File: config.mk
export PLATFORM = sky130hd
export DESIGN_NAME = clock_pattern_gen
export DESIGN_NICKNAME = d
export VERILOG_FILES = /design/src/rtl/clock_pattern_gen_pkg.sv /design/src/rtl/clock_pattern_gate_sync.sv /design/src/rtl/clock_pattern_gen.sv
export SDC_FILE = /design/constraint.sdc
export NUM_CORES = 1
export LEC_CHECK = 0
export CORE_MARGIN = 1.5
export CORE_UTILIZATION = 45
export CTS_CLUSTER_SIZE = 16
export DETAILED_ROUTE_END_ITERATION = 6
export GPL_TIMING_DRIVEN = 0
export RECOVER_POWER = 100
export SYNTH_ARGS = -nofsm -noshare
export SYNTH_HDL_FRONTEND = slang
export SYNTH_SLANG_ARGS = --single-unit
export TNS_END_PERCENT = 30
File: constraint.sdc
create_clock -name CLK -period 4.7 [get_ports CLK]
set_input_delay 0.705 -clock CLK [delete_from_list [all_inputs] [get_ports CLK]]
set_output_delay 0.705 -clock CLK [all_outputs]
set_load 0.03 [all_outputs]
File: src/rtl/clock_pattern_gen_pkg.sv
// Shared types and constants for the clock pattern generator and its gate synchroniser.
package clock_pattern_gen_pkg;

  typedef enum logic [1:0] {
    ST_IDLE = 2'd0,
    ST_LOW  = 2'd1,
    ST_HIGH = 2'd2
  } state_t;

  localparam int CNT_W_DEF = 16;

  // A programmed phase length of 0 is promoted to this value.
  localparam int MIN_LEN = 1;

endpackage

File: src/rtl/clock_pattern_gate_sync.sv
// Pending-gate register; issues the gate only when no rising edge of the generated clock follows.
module clock_pattern_gate_sync
  import clock_pattern_gen_pkg::*;
#(
  parameter logic INIT_GATE = 1'b1
) (
  input  logic   CLK,
  input  logic   RST_N,
  input  state_t state,
  input  logic   cnt_zero,
  input  logic   gate_en,
  input  logic   gate_val,
  output logic   gate_pend,
  output logic   cond_val,
  output logic   cond_val_en
);

  logic pend_reg, pend_next;
  logic val_reg, val_next;
  logic cond_reg, cond_next;
  logic cond_en_reg, cond_en_next;
  logic safe;
  logic issue;

  // The last LOW cycle is excluded: the next edge is a rising clock edge.
  assign safe  = (state == ST_IDLE) || ((state == ST_LOW) && !cnt_zero);
  assign issue = pend_reg && safe;

  always_comb begin
    pend_next    = gate_en | (pend_reg & ~issue);
    val_next     = gate_en ? gate_val : val_reg;
    cond_next    = issue ? val_reg : cond_reg;
    cond_en_next = issue;
  end

  always_ff @(posedge CLK or negedge RST_N) begin
    if (!RST_N) begin
      pend_reg    <= 1'b0;
      val_reg     <= INIT_GATE;
      cond_reg    <= INIT_GATE;
      cond_en_reg <= 1'b0;
    end else begin
      pend_reg    <= pend_next;
      val_reg     <= val_next;
      cond_reg    <= cond_next;
      cond_en_reg <= cond_en_next;
    end
  end

  assign gate_pend   = pend_reg;
  assign cond_val    = cond_reg;
  assign cond_val_en = cond_en_reg;

endmodule

File: src/rtl/clock_pattern_gen.sv
// Programmable high/low clock pattern driver for the gated-clock primitive.
// Optional burst mode (BURST_LEN/EDGES ports) is enabled by CLOCK_PATTERN_GEN_BURST_EN.
module clock_pattern_gen
  import clock_pattern_gen_pkg::*;
#(
  parameter int   CNT_W     = CNT_W_DEF,
  parameter logic INIT_VAL  = 1'b0,
  parameter logic INIT_GATE = 1'b1
) (
  input  logic             CLK,
  input  logic             RST_N,
  input  logic             CFG_EN,
  input  logic [CNT_W-1:0] CFG_HI,
  input  logic [CNT_W-1:0] CFG_LO,
  output logic             CFG_RDY,
  input  logic             START,
  input  logic             STOP,
  input  logic             GATE_EN,
  input  logic             GATE_VAL,
  output logic             GATE_PEND,
  output logic             CLK_VAL,
  output logic             CLK_VAL_EN,
  output logic             COND_VAL,
  output logic             COND_VAL_EN,
`ifdef CLOCK_PATTERN_GEN_BURST_EN
  input  logic [CNT_W-1:0] BURST_LEN,
  output logic [CNT_W-1:0] EDGES,
`endif
  output logic             RUNNING
);

  localparam logic [CNT_W-1:0] LEN_ONE = CNT_W'(MIN_LEN);

  state_t           state_reg, state_next;
  logic [CNT_W-1:0] cnt_reg, cnt_next;
  logic [CNT_W-1:0] hi_len_reg, hi_len_next;
  logic [CNT_W-1:0] lo_len_reg, lo_len_next;
  logic [CNT_W-1:0] pend_hi_reg, pend_hi_next;
  logic [CNT_W-1:0] pend_lo_reg, pend_lo_next;
  logic             cfg_rdy_reg, cfg_rdy_next;
  logic             stop_reg, stop_next;
  logic             clk_val_reg, clk_val_next;
  logic             clk_en_reg, clk_en_next;
  logic             running_reg, running_next;

  logic             cnt_zero;
  logic             apply_cfg;
  logic             stop_req;
  logic             burst_done;
  logic [CNT_W-1:0] hi_eff;
  logic [CNT_W-1:0] lo_eff;

  assign cnt_zero  = (cnt_reg == '0);
  assign stop_req  = STOP | stop_reg;
  // New lengths only take effect at a period boundary or while idle.
  assign apply_cfg = !cfg_rdy_reg &&
                     ((state_reg == ST_IDLE) || ((state_reg == ST_HIGH) && cnt_zero));
  assign hi_eff    = apply_cfg ? pend_hi_reg : hi_len_reg;
  assign lo_eff    = apply_cfg ? pend_lo_reg : lo_len_reg;

`ifdef CLOCK_PATTERN_GEN_BURST_EN
  logic [CNT_W-1:0] edges_reg, edges_next;

  assign burst_done = (BURST_LEN != '0) && (edges_reg >= BURST_LEN);

  always_comb begin
    edges_next = edges_reg;
    if ((state_reg == ST_IDLE) && (state_next == ST_LOW)) begin
      edges_next = '0;
    end else if ((state_reg != ST_HIGH) && (state_next == ST_HIGH) && (edges_reg != '1)) begin
      edges_next = edges_reg + LEN_ONE;
    end
  end

  always_ff @(posedge CLK or negedge RST_N) begin
    if (!RST_N) edges_reg <= '0;
    else        edges_reg <= edges_next;
  end

  assign EDGES = edges_reg;
`else
  assign burst_done = 1'b0;
`endif

  always_comb begin
    state_next = state_reg;
    cnt_next   = cnt_reg;
    case (state_reg)
      ST_IDLE: begin
        if (START && !STOP) begin
          state_next = ST_LOW;
          cnt_next   = lo_eff - LEN_ONE;
        end
      end
      ST_LOW: begin
        if (stop_req) begin
          state_next = ST_IDLE;
          cnt_next   = '0;
        end else if (cnt_zero) begin
          state_next = ST_HIGH;
          cnt_next   = hi_eff - LEN_ONE;
        end else begin
          cnt_next   = cnt_reg - LEN_ONE;
        end
      end
      ST_HIGH: begin
        if (cnt_zero) begin
          if (stop_req || burst_done) begin
            state_next = ST_IDLE;
            cnt_next   = '0;
          end else begin
            state_next = ST_LOW;
            cnt_next   = lo_eff - LEN_ONE;
          end
        end else begin
          cnt_next = cnt_reg - LEN_ONE;
        end
      end
      default: begin
        state_next = ST_IDLE;
        cnt_next   = '0;
      end
    endcase
  end

  always_comb begin
    hi_len_next  = hi_eff;
    lo_len_next  = lo_eff;
    pend_hi_next = pend_hi_reg;
    pend_lo_next = pend_lo_reg;
    cfg_rdy_next = cfg_rdy_reg;
    if (cfg_rdy_reg) begin
      if (CFG_EN) begin
        pend_hi_next = (CFG_HI == '0) ? LEN_ONE : CFG_HI;
        pend_lo_next = (CFG_LO == '0) ? LEN_ONE : CFG_LO;
        cfg_rdy_next = 1'b0;
      end
    end else if (apply_cfg) begin
      cfg_rdy_next = 1'b1;
    end
    stop_next    = (state_next != ST_IDLE) && stop_req;
    // Idle holds its level (possibly INIT_VAL); everything else follows the phase.
    clk_val_next = (state_next == ST_HIGH) ||
                   ((state_reg == ST_IDLE) && (state_next == ST_IDLE) && clk_val_reg);
    clk_en_next  = clk_val_next ^ clk_val_reg;
    running_next = (state_next != ST_IDLE);
  end

  always_ff @(posedge CLK or negedge RST_N) begin
    if (!RST_N) begin
      state_reg   <= ST_IDLE;
      cnt_reg     <= '0;
      hi_len_reg  <= LEN_ONE;
      lo_len_reg  <= LEN_ONE;
      pend_hi_reg <= LEN_ONE;
      pend_lo_reg <= LEN_ONE;
      cfg_rdy_reg <= 1'b1;
      stop_reg    <= 1'b0;
      clk_val_reg <= INIT_VAL;
      clk_en_reg  <= 1'b0;
      running_reg <= 1'b0;
    end else begin
      state_reg   <= state_next;
      cnt_reg     <= cnt_next;
      hi_len_reg  <= hi_len_next;
      lo_len_reg  <= lo_len_next;
      pend_hi_reg <= pend_hi_next;
      pend_lo_reg <= pend_lo_next;
      cfg_rdy_reg <= cfg_rdy_next;
      stop_reg    <= stop_next;
      clk_val_reg <= clk_val_next;
      clk_en_reg  <= clk_en_next;
      running_reg <= running_next;
    end
  end

  clock_pattern_gate_sync #(
    .INIT_GATE(INIT_GATE)
  ) u_gate_sync (
    .CLK        (CLK),
    .RST_N      (RST_N),
    .state      (state_reg),
    .cnt_zero   (cnt_zero),
    .gate_en    (GATE_EN),
    .gate_val   (GATE_VAL),
    .gate_pend  (GATE_PEND),
    .cond_val   (COND_VAL),
    .cond_val_en(COND_VAL_EN)
  );

  assign CFG_RDY    = cfg_rdy_reg;
  assign CLK_VAL    = clk_val_reg;
  assign CLK_VAL_EN = clk_en_reg;
  assign RUNNING    = running_reg;

endmodule
==> results of run 1 <==
==> metrics by stage <==
step,setup slack [ns],utilization
global route,0.106,0.544
detailed placement,0.452,0.520
finish,0.422,0.544
global placement,-0.507,0.518
CTS,0.427,0.546
floorplan,1.17,-
==> worst min-delay path by stage <==
stage                         from              to  slack (ns)
floorplan                    RST_N         CLK_VAL        0.41
global placement           CLK_VAL      CLK_VAL_EN        0.48
detailed placement  hi_len_reg[15]  hi_len_reg[15]        0.48
CTS                          RST_N      cnt_reg[6]        0.35
global route               CLK_VAL      CLK_VAL_EN        0.52
finish              hi_len_reg[15]  hi_len_reg[15]        0.50
==> routing by layer <==
layer	wire length [um]	share of wire
met5	0	0
met4	468	0.032
met3	718	0.049
met2	6650	0.45
met1	6920	0.47
==> logic make-up after synthesis <==
family | count (synthesis) | synth area share
DFF | 91 | 0.431
AOI/OAI and AO/OA | 99 | 0.123
buffers and inverters | 39 | 0.0342
xor gates and xnor gates | 35 | 0.0578
adders and majority gates | 4 | 0.00943
muxes | 70 | 0.144
and+or+nand+nor | 204 | 0.201
==> final cells by class <==
cell class | count | area (um^2)
Buffer | 22 | 115
Timing Repair Buffer | 46 | 449
Sequential cell | 91 | 2290
Fill cell | 1058 | 5230
Clock inverter | 6 | 62.6
Multi-Input combinational cell | 412 | 2840
Tap cell | 143 | 179
Inverter | 17 | 63.8
Clock buffer | 10 | 239
==> power by group through the flow <==
stage / Clock, mW / Combinational, mW / Sequential (mW)
detailed placement: 0 / 1.87 / 1.56
CTS: 0.755 / 1.88 / 1.55
global route: 0.786 / 2.04 / 1.61
finish: 0.741 / 1.86 / 1.56
global placement: 0 / 1.84 / 1.55
floorplan: 0 / 1.36 / 1.45
==> cells in the final DEF, fill, tap and decap left out, types with 4 or more instances in the layout <==
master	netlist	layout
a21o_1	4	4
a21oi_1	29	29
a221oi_1	4	4
buf_6	4	4
clkbuf_1	14	17
clkbuf_16	0	9
clkdlybuf4s50_1	0	35
dfrtp_1	84	84
dfstp_2	7	7
dlygate4sd3_1	0	9
ha_1	4	4
inv_1	17	17
mux2_1	0	10
mux2_2	45	35
mux2i_1	24	24
nand2_1	66	66
nand2b_1	8	8
nand3_1	8	8
nand3b_1	5	5
nor2_1	34	34
nor2b_1	6	6
nor3_1	23	23
nor4_1	10	10
o21ai_0	20	22
or3_1	13	13
or4_1	5	5
xnor2_1	18	18
xor2_1	17	17
==> critical path: stages, from the launching register on <==
cell and delay, ns:
dfrtp_1 0.40, inv_1 0.11, ha_1 0.16, nor3b_1 0.45, nand4_2 0.18, buf_6 0.19
a21o_4 0.25, buf_6 0.16, buf_6 0.17, buf_2 0.23, mux2i_1 0.24, ha_1 0.29
nand2b_1 0.09, nand2b_1 0.24, a221oi_1 0.27, o21bai_1 0.21, a21oi_1 0.11, a221o_1 0.33
o21ai_0 0.08
==> run metrics, run 1 <==
Die W 112 um; clk_lat worst skew 0.35 ns; Switching Share 0.422; CTS tree yes; standard-cell rows 39; largest net degree at the start of global routing 54; # diodes 0; RSZ-0062 raised after global routing no; via count 4,450; Hold Crit Class reg -> reg; ys flop type dfrtp_1; Reg power frac 0.375; Cells after Synth 542; syn nets 585; total grt overflow 0; area grow syn2layout 17.5%; Final nets 642; Routed WL 14,800 um; Power, Total 4.16 mW; vias in the first global route 4,368; M1 GR Usage 0.351; Final min period 4.28 ns; endpoint class of the critical path register; r2r setup slk 0.42 ns; f_max 234 MHz; run status complete, but fails checks; async set-reset flop share out of synthesis 1.00; register area share after synthesis 0.431; DRT iter0 DRCs 304; combinational power share 0.447; Max Cap Viol 1; crit path kind reg -> reg; most frequent cells after synthesis 84 x dfrtp_1, 66 x nand2_1, 45 x mux2_2, 34 x nor2_1, 29 x a21oi_1; Port Buffers 45; leakage 2.62 nW; final hold violations 0; share of cells above drive strength 1 0.126; root buffer cell clkbuf_16; initial antenna violation count 0; CTS HTree Levels 3; Sw Pwr 1.75 mW; power per cell area 667 nW/um^2; DR vias/cell 5.96; HPWL Detailed 11,100 um; Layout Cells excl Fill 747; clock buffer count from CTS 9; first-pass GRT wire length 23,800 um; Hold Path Stages 2; tightest hold margin 0.498 ns; R2R Path End cnt_reg[6]; Placed Cells 731; Critical Path Source cnt_reg[0]; r2r startpoint cnt_reg[0]; Synth Warn # 0; Clk pwr share 0.178; IO Pins 46; top cell type by total area after synthesis dfrtp_1; TritonCTS sink count 91; met2 GRT Util 0.378; Synth Cell Area 5310 um^2; Worst setup SP type register; Setup Total Neg Slack 0 ns; die outline area 12,500 um^2; Clock Skew 0.00717 ns; Worst Path Max Fanout 10; FF+latch count, synth 91; Placer Congestion 0.933; Overall Global Routing Usage 0.247; EDFF count, synth 0; failing checks capacitance limit, slew limit; starting density of the core 0.463; post-synth top area share 0.396; r2r worst-path depth 18; count leader, synth dfrtp_1; Core Area 11,500 um^2; CTS clock-pin slew for the worst setup and hold paths 0.07 ns; hold_buf cts 0; Clock Path Buffers 2; worst vdd ir 377 uV; Crit path required time 4.97 ns; P_int 2.40 mW; GRT Max-Usage Layer met2; worst setup path end cnt_reg[6]; Worst-Margin Slew 2.13 ns; setup violators final 0; drc violations 0; max-slew violations 40; wire per inst 19.8 um; die height 112 um; Slew headroom -0.422; PostCTS Resize Cnt 0; Post CTS Setup Buffer Count 0; met3 global-route usage 0.0370; drt first pass iters 5; Synth cell types 62; Avg Cell Area, Syn 9.79 um^2; Tcrit/Tclk final 0.910; DP Area 5960 um^2; Routed Antenna Nets 0; cell area after layout 6230 um^2; top post-synthesis cells by area dfrtp_1 40%, mux2_2 9.5%, nand2_1 4.7%, mux2i_1 4.5%, dfstp_2 3.5%; WP data arrival 4.54 ns
(Power assumes the default switching activity.)
==> inputs of run 2 (changes only) <==
Settings changed: CORE_ASPECT_RATIO set to 1.75, PLACE_DENSITY_LB_ADDON set to 0.15.
==> run metrics, run 2 (same netlist as run 1, synthesis figures left out) <==
run status complete, but fails checks (unchanged); failing checks DRC, capacitance limit, slew limit (was capacitance limit, slew limit); DR vias/cell 6.15 (was 5.96); Critical Path Source cnt_reg[4] (was cnt_reg[0]); Port Buffers 45 (unchanged); max-slew violations 44 (was 40); met3 global-route usage 0.0486 (was 0.0370); Overall Global Routing Usage 0.259 (was 0.247); Clock Skew 0.00779 ns (was 0.00717 ns); worst vdd ir 365 uV (was 377 uV); IO Pins 46 (unchanged); commonest cells after routing, fill and taps aside 84 x dfrtp_1, 66 x nand2_1, 36 x mux2_2 (was 84 x dfrtp_1, 66 x nand2_1, 35 x mux2_2, 35 x clkdlybuf4s50_1, 34 x nor2_1); r2r setup slk 0.33 ns (was 0.42 ns); R2R Path End cnt_reg[6] (unchanged); HPWL Detailed 12,100 um (was 11,100 um); Crit path required time 4.96 ns (was 4.97 ns); Routed WL 15,600 um (was 14,800 um); first-pass GRT wire length 24,400 um (was 23,800 um); Post CTS Setup Buffer Count 0 (unchanged); # diodes 0 (unchanged); root buffer cell clkbuf_16 (unchanged); CTS HTree Levels 3 (unchanged); min setup slack post-route 0.325 ns (was 0.422 ns); Tcrit/Tclk final 0.931 (was 0.910); fill cell count 1,055 (was 1,058); Core Area 11,500 um^2 (about the same); GRT Max-Usage Layer met2 (unchanged); tightest hold margin 0.492 ns (was 0.498 ns); via count 4,545 (was 4,450); area grow syn2layout 17.3% (was 17.5%); crit path kind reg -> reg (unchanged); M1 GR Usage 0.278 (was 0.351); met2 GRT Util 0.454 (was 0.378); die height 147 um (was 112 um); power per cell area 674 nW/um^2 (was 667 nW/um^2); r2r startpoint cnt_reg[4] (was cnt_reg[0]); r2r worst-path depth 16 (was 18); Routed Antenna Nets 0 (unchanged); pre-CTS setup slack 0.341 ns (was 0.452 ns); DRT iter0 DRCs 308 (was 304); vias in the first global route 4,625 (was 4,368); share of cells above drive strength 1 0.126 (unchanged); clk_lat worst skew 0.35 ns (about the same); starting density of the core 0.461 (was 0.463); total grt overflow 0 (unchanged); slowest CP cell nor4_2 (was nor3b_1); worst path cell trace nor4_2 -> nand4_2 -> buf_6 -> a21o_1 -> buf_6 -> buf_6 -> buf_2 -> mux2i_1 -> ha_1 -> nand2b_1 -> nand2b_1 -> a221oi_1 -> o21bai_1 -> a21oi_1 -> a221o_1 -> o21ai_0 (was inv_1 -> ha_1 -> nor3b_1 -> nand4_2 -> buf_6 -> a21o_4 -> buf_6 -> buf_6 -> buf_2 -> mux2i_1 -> ha_1 -> nand2b_1 -> nand2b_1 -> a221oi_1 -> o21bai_1 -> a21oi_1 -> a221o_1 -> o21ai_0); Clock Path Buffers 2 (unchanged); TritonCTS sink count 91 (unchanged); worst setup path end cnt_reg[6] (unchanged); largest net degree at the start of global routing 50 (was 54); standard-cell rows 52 (was 39); Worst-Margin Slew 2.44 ns (was 2.13 ns); Max Cap Viol 1 (unchanged); setup violators final 0 (unchanged); drc violations 1 (was 0); Final nets 642 (unchanged); Die W 85.1 um (was 112 um); Finished Core Util 0.541 (was 0.544); leakage 2.61 nW (was 2.62 nW); Final min period 4.37 ns (was 4.28 ns); CTS tree yes (unchanged); die outline area 12,500 um^2 (about the same); wire per inst 21.1 um (was 19.8 um); Worst setup SP type register (unchanged); commonest non-fill, non-tap cell in the layout dfrtp_1 (unchanged); Worst Path Max Fanout 10 (unchanged); endpoint class of the critical path register (unchanged); Placer Congestion 1.00 (was 0.933); WP data arrival 4.64 ns (was 4.54 ns); drt first pass iters 7 (was 5); f_max 229 MHz (was 234 MHz); Worst path max stage delay 0.58 ns (was 0.45 ns); RSZ-0062 raised after global routing no (unchanged); CTS clock-pin slew for the worst setup and hold paths 0.07 ns (about the same); Slew headroom -0.630 (was -0.422); CP dominant cell by count buf_6 (unchanged); Hold Crit Class reg -> reg (unchanged); final hold violations 0 (unchanged); clock buffer count from CTS 9 (unchanged); initial antenna violation count 0 (unchanged)
==> run 2: cell type report <==
type	instances	area (um^2)	area share
buffer	22	115	0.0185
clock buffer	10	239	0.0384
clock inverter	6	70.1	0.0113
inverter	17	63.8	0.0103
multi-input combinational	412	2830	0.455
sequential	91	2290	0.367
tap	135	169	0.0271
timing repair buffer	46	449	0.0722
==> run 2: worst max-delay path: cells and delay by family (launching register included) <==
| family | cells | cell delay (ns) |
|---|---|---|
| compound gates | 6 | 1.37 |
| fa+ha+maj | 1 | 0.30 |
| buf+inv | 4 | 0.80 |
| flops | 1 | 0.44 |
| mux | 1 | 0.23 |
| simple gates | 4 | 1.16 |
==> run 2: power by group <==
part	total (mW)	switching [mW]	leakage (nW)	internal (mW)
Sequential	1.56	0.398	1.09	1.17
Combinational	1.88	1.07	1.38	0.809
Clock	0.752	0.321	0.142	0.430
==> run 2: worst min path at each step <==
stage	slack, ns	start	cells past startpoint	endpoint
6_report	0.49	CLK_VAL	1	CLK_VAL_EN
2_1_floorplan	0.41	RST_N	0	CLK_VAL
3_5_place_dp	0.49	CLK_VAL	1	CLK_VAL_EN
5_1_grt	0.52	CLK_VAL	1	CLK_VAL_EN
4_1_cts	0.38	RST_N	1	cnt_reg[3]
3_3_place_gp	0.48	CLK_VAL	1	CLK_VAL_EN
==> run 2: metal layers <==
| layer | up-vias | wire, um | part of all wire |
|---|---|---|---|
| li1 | 2077 | - | - |
| met4 | 0 | 1020 | 0.065 |
| met5 | - | 0 | 0 |
| met2 | 195 | 8170 | 0.52 |
| met3 | 64 | 772 | 0.050 |
| met1 | 2209 | 5610 | 0.36 |
==> run 2: what timing repair did <==
action                                  4_1_cts  5_1_grt
hold buffers                                  0        0
resized for setup                             0        1
endpoints found under the setup margin        0        1
==> run 2: through the flow <==
| step | setup TNS, ns | total power, mW | std cells | area [um^2] |
|---|---|---|---|---|
| finish | 0 | 4.20 | 739 | 6220 |
| detailed placement | 0 | 3.45 | 723 | 5950 |
| global placement | -47.21 | 3.40 | 722 | 5930 |
| global route | 0 | 4.43 | 739 | 6220 |
| CTS | 0 | 4.21 | 739 | 6260 |
| floorplan | 0 | 2.81 | 542 | 5310 |
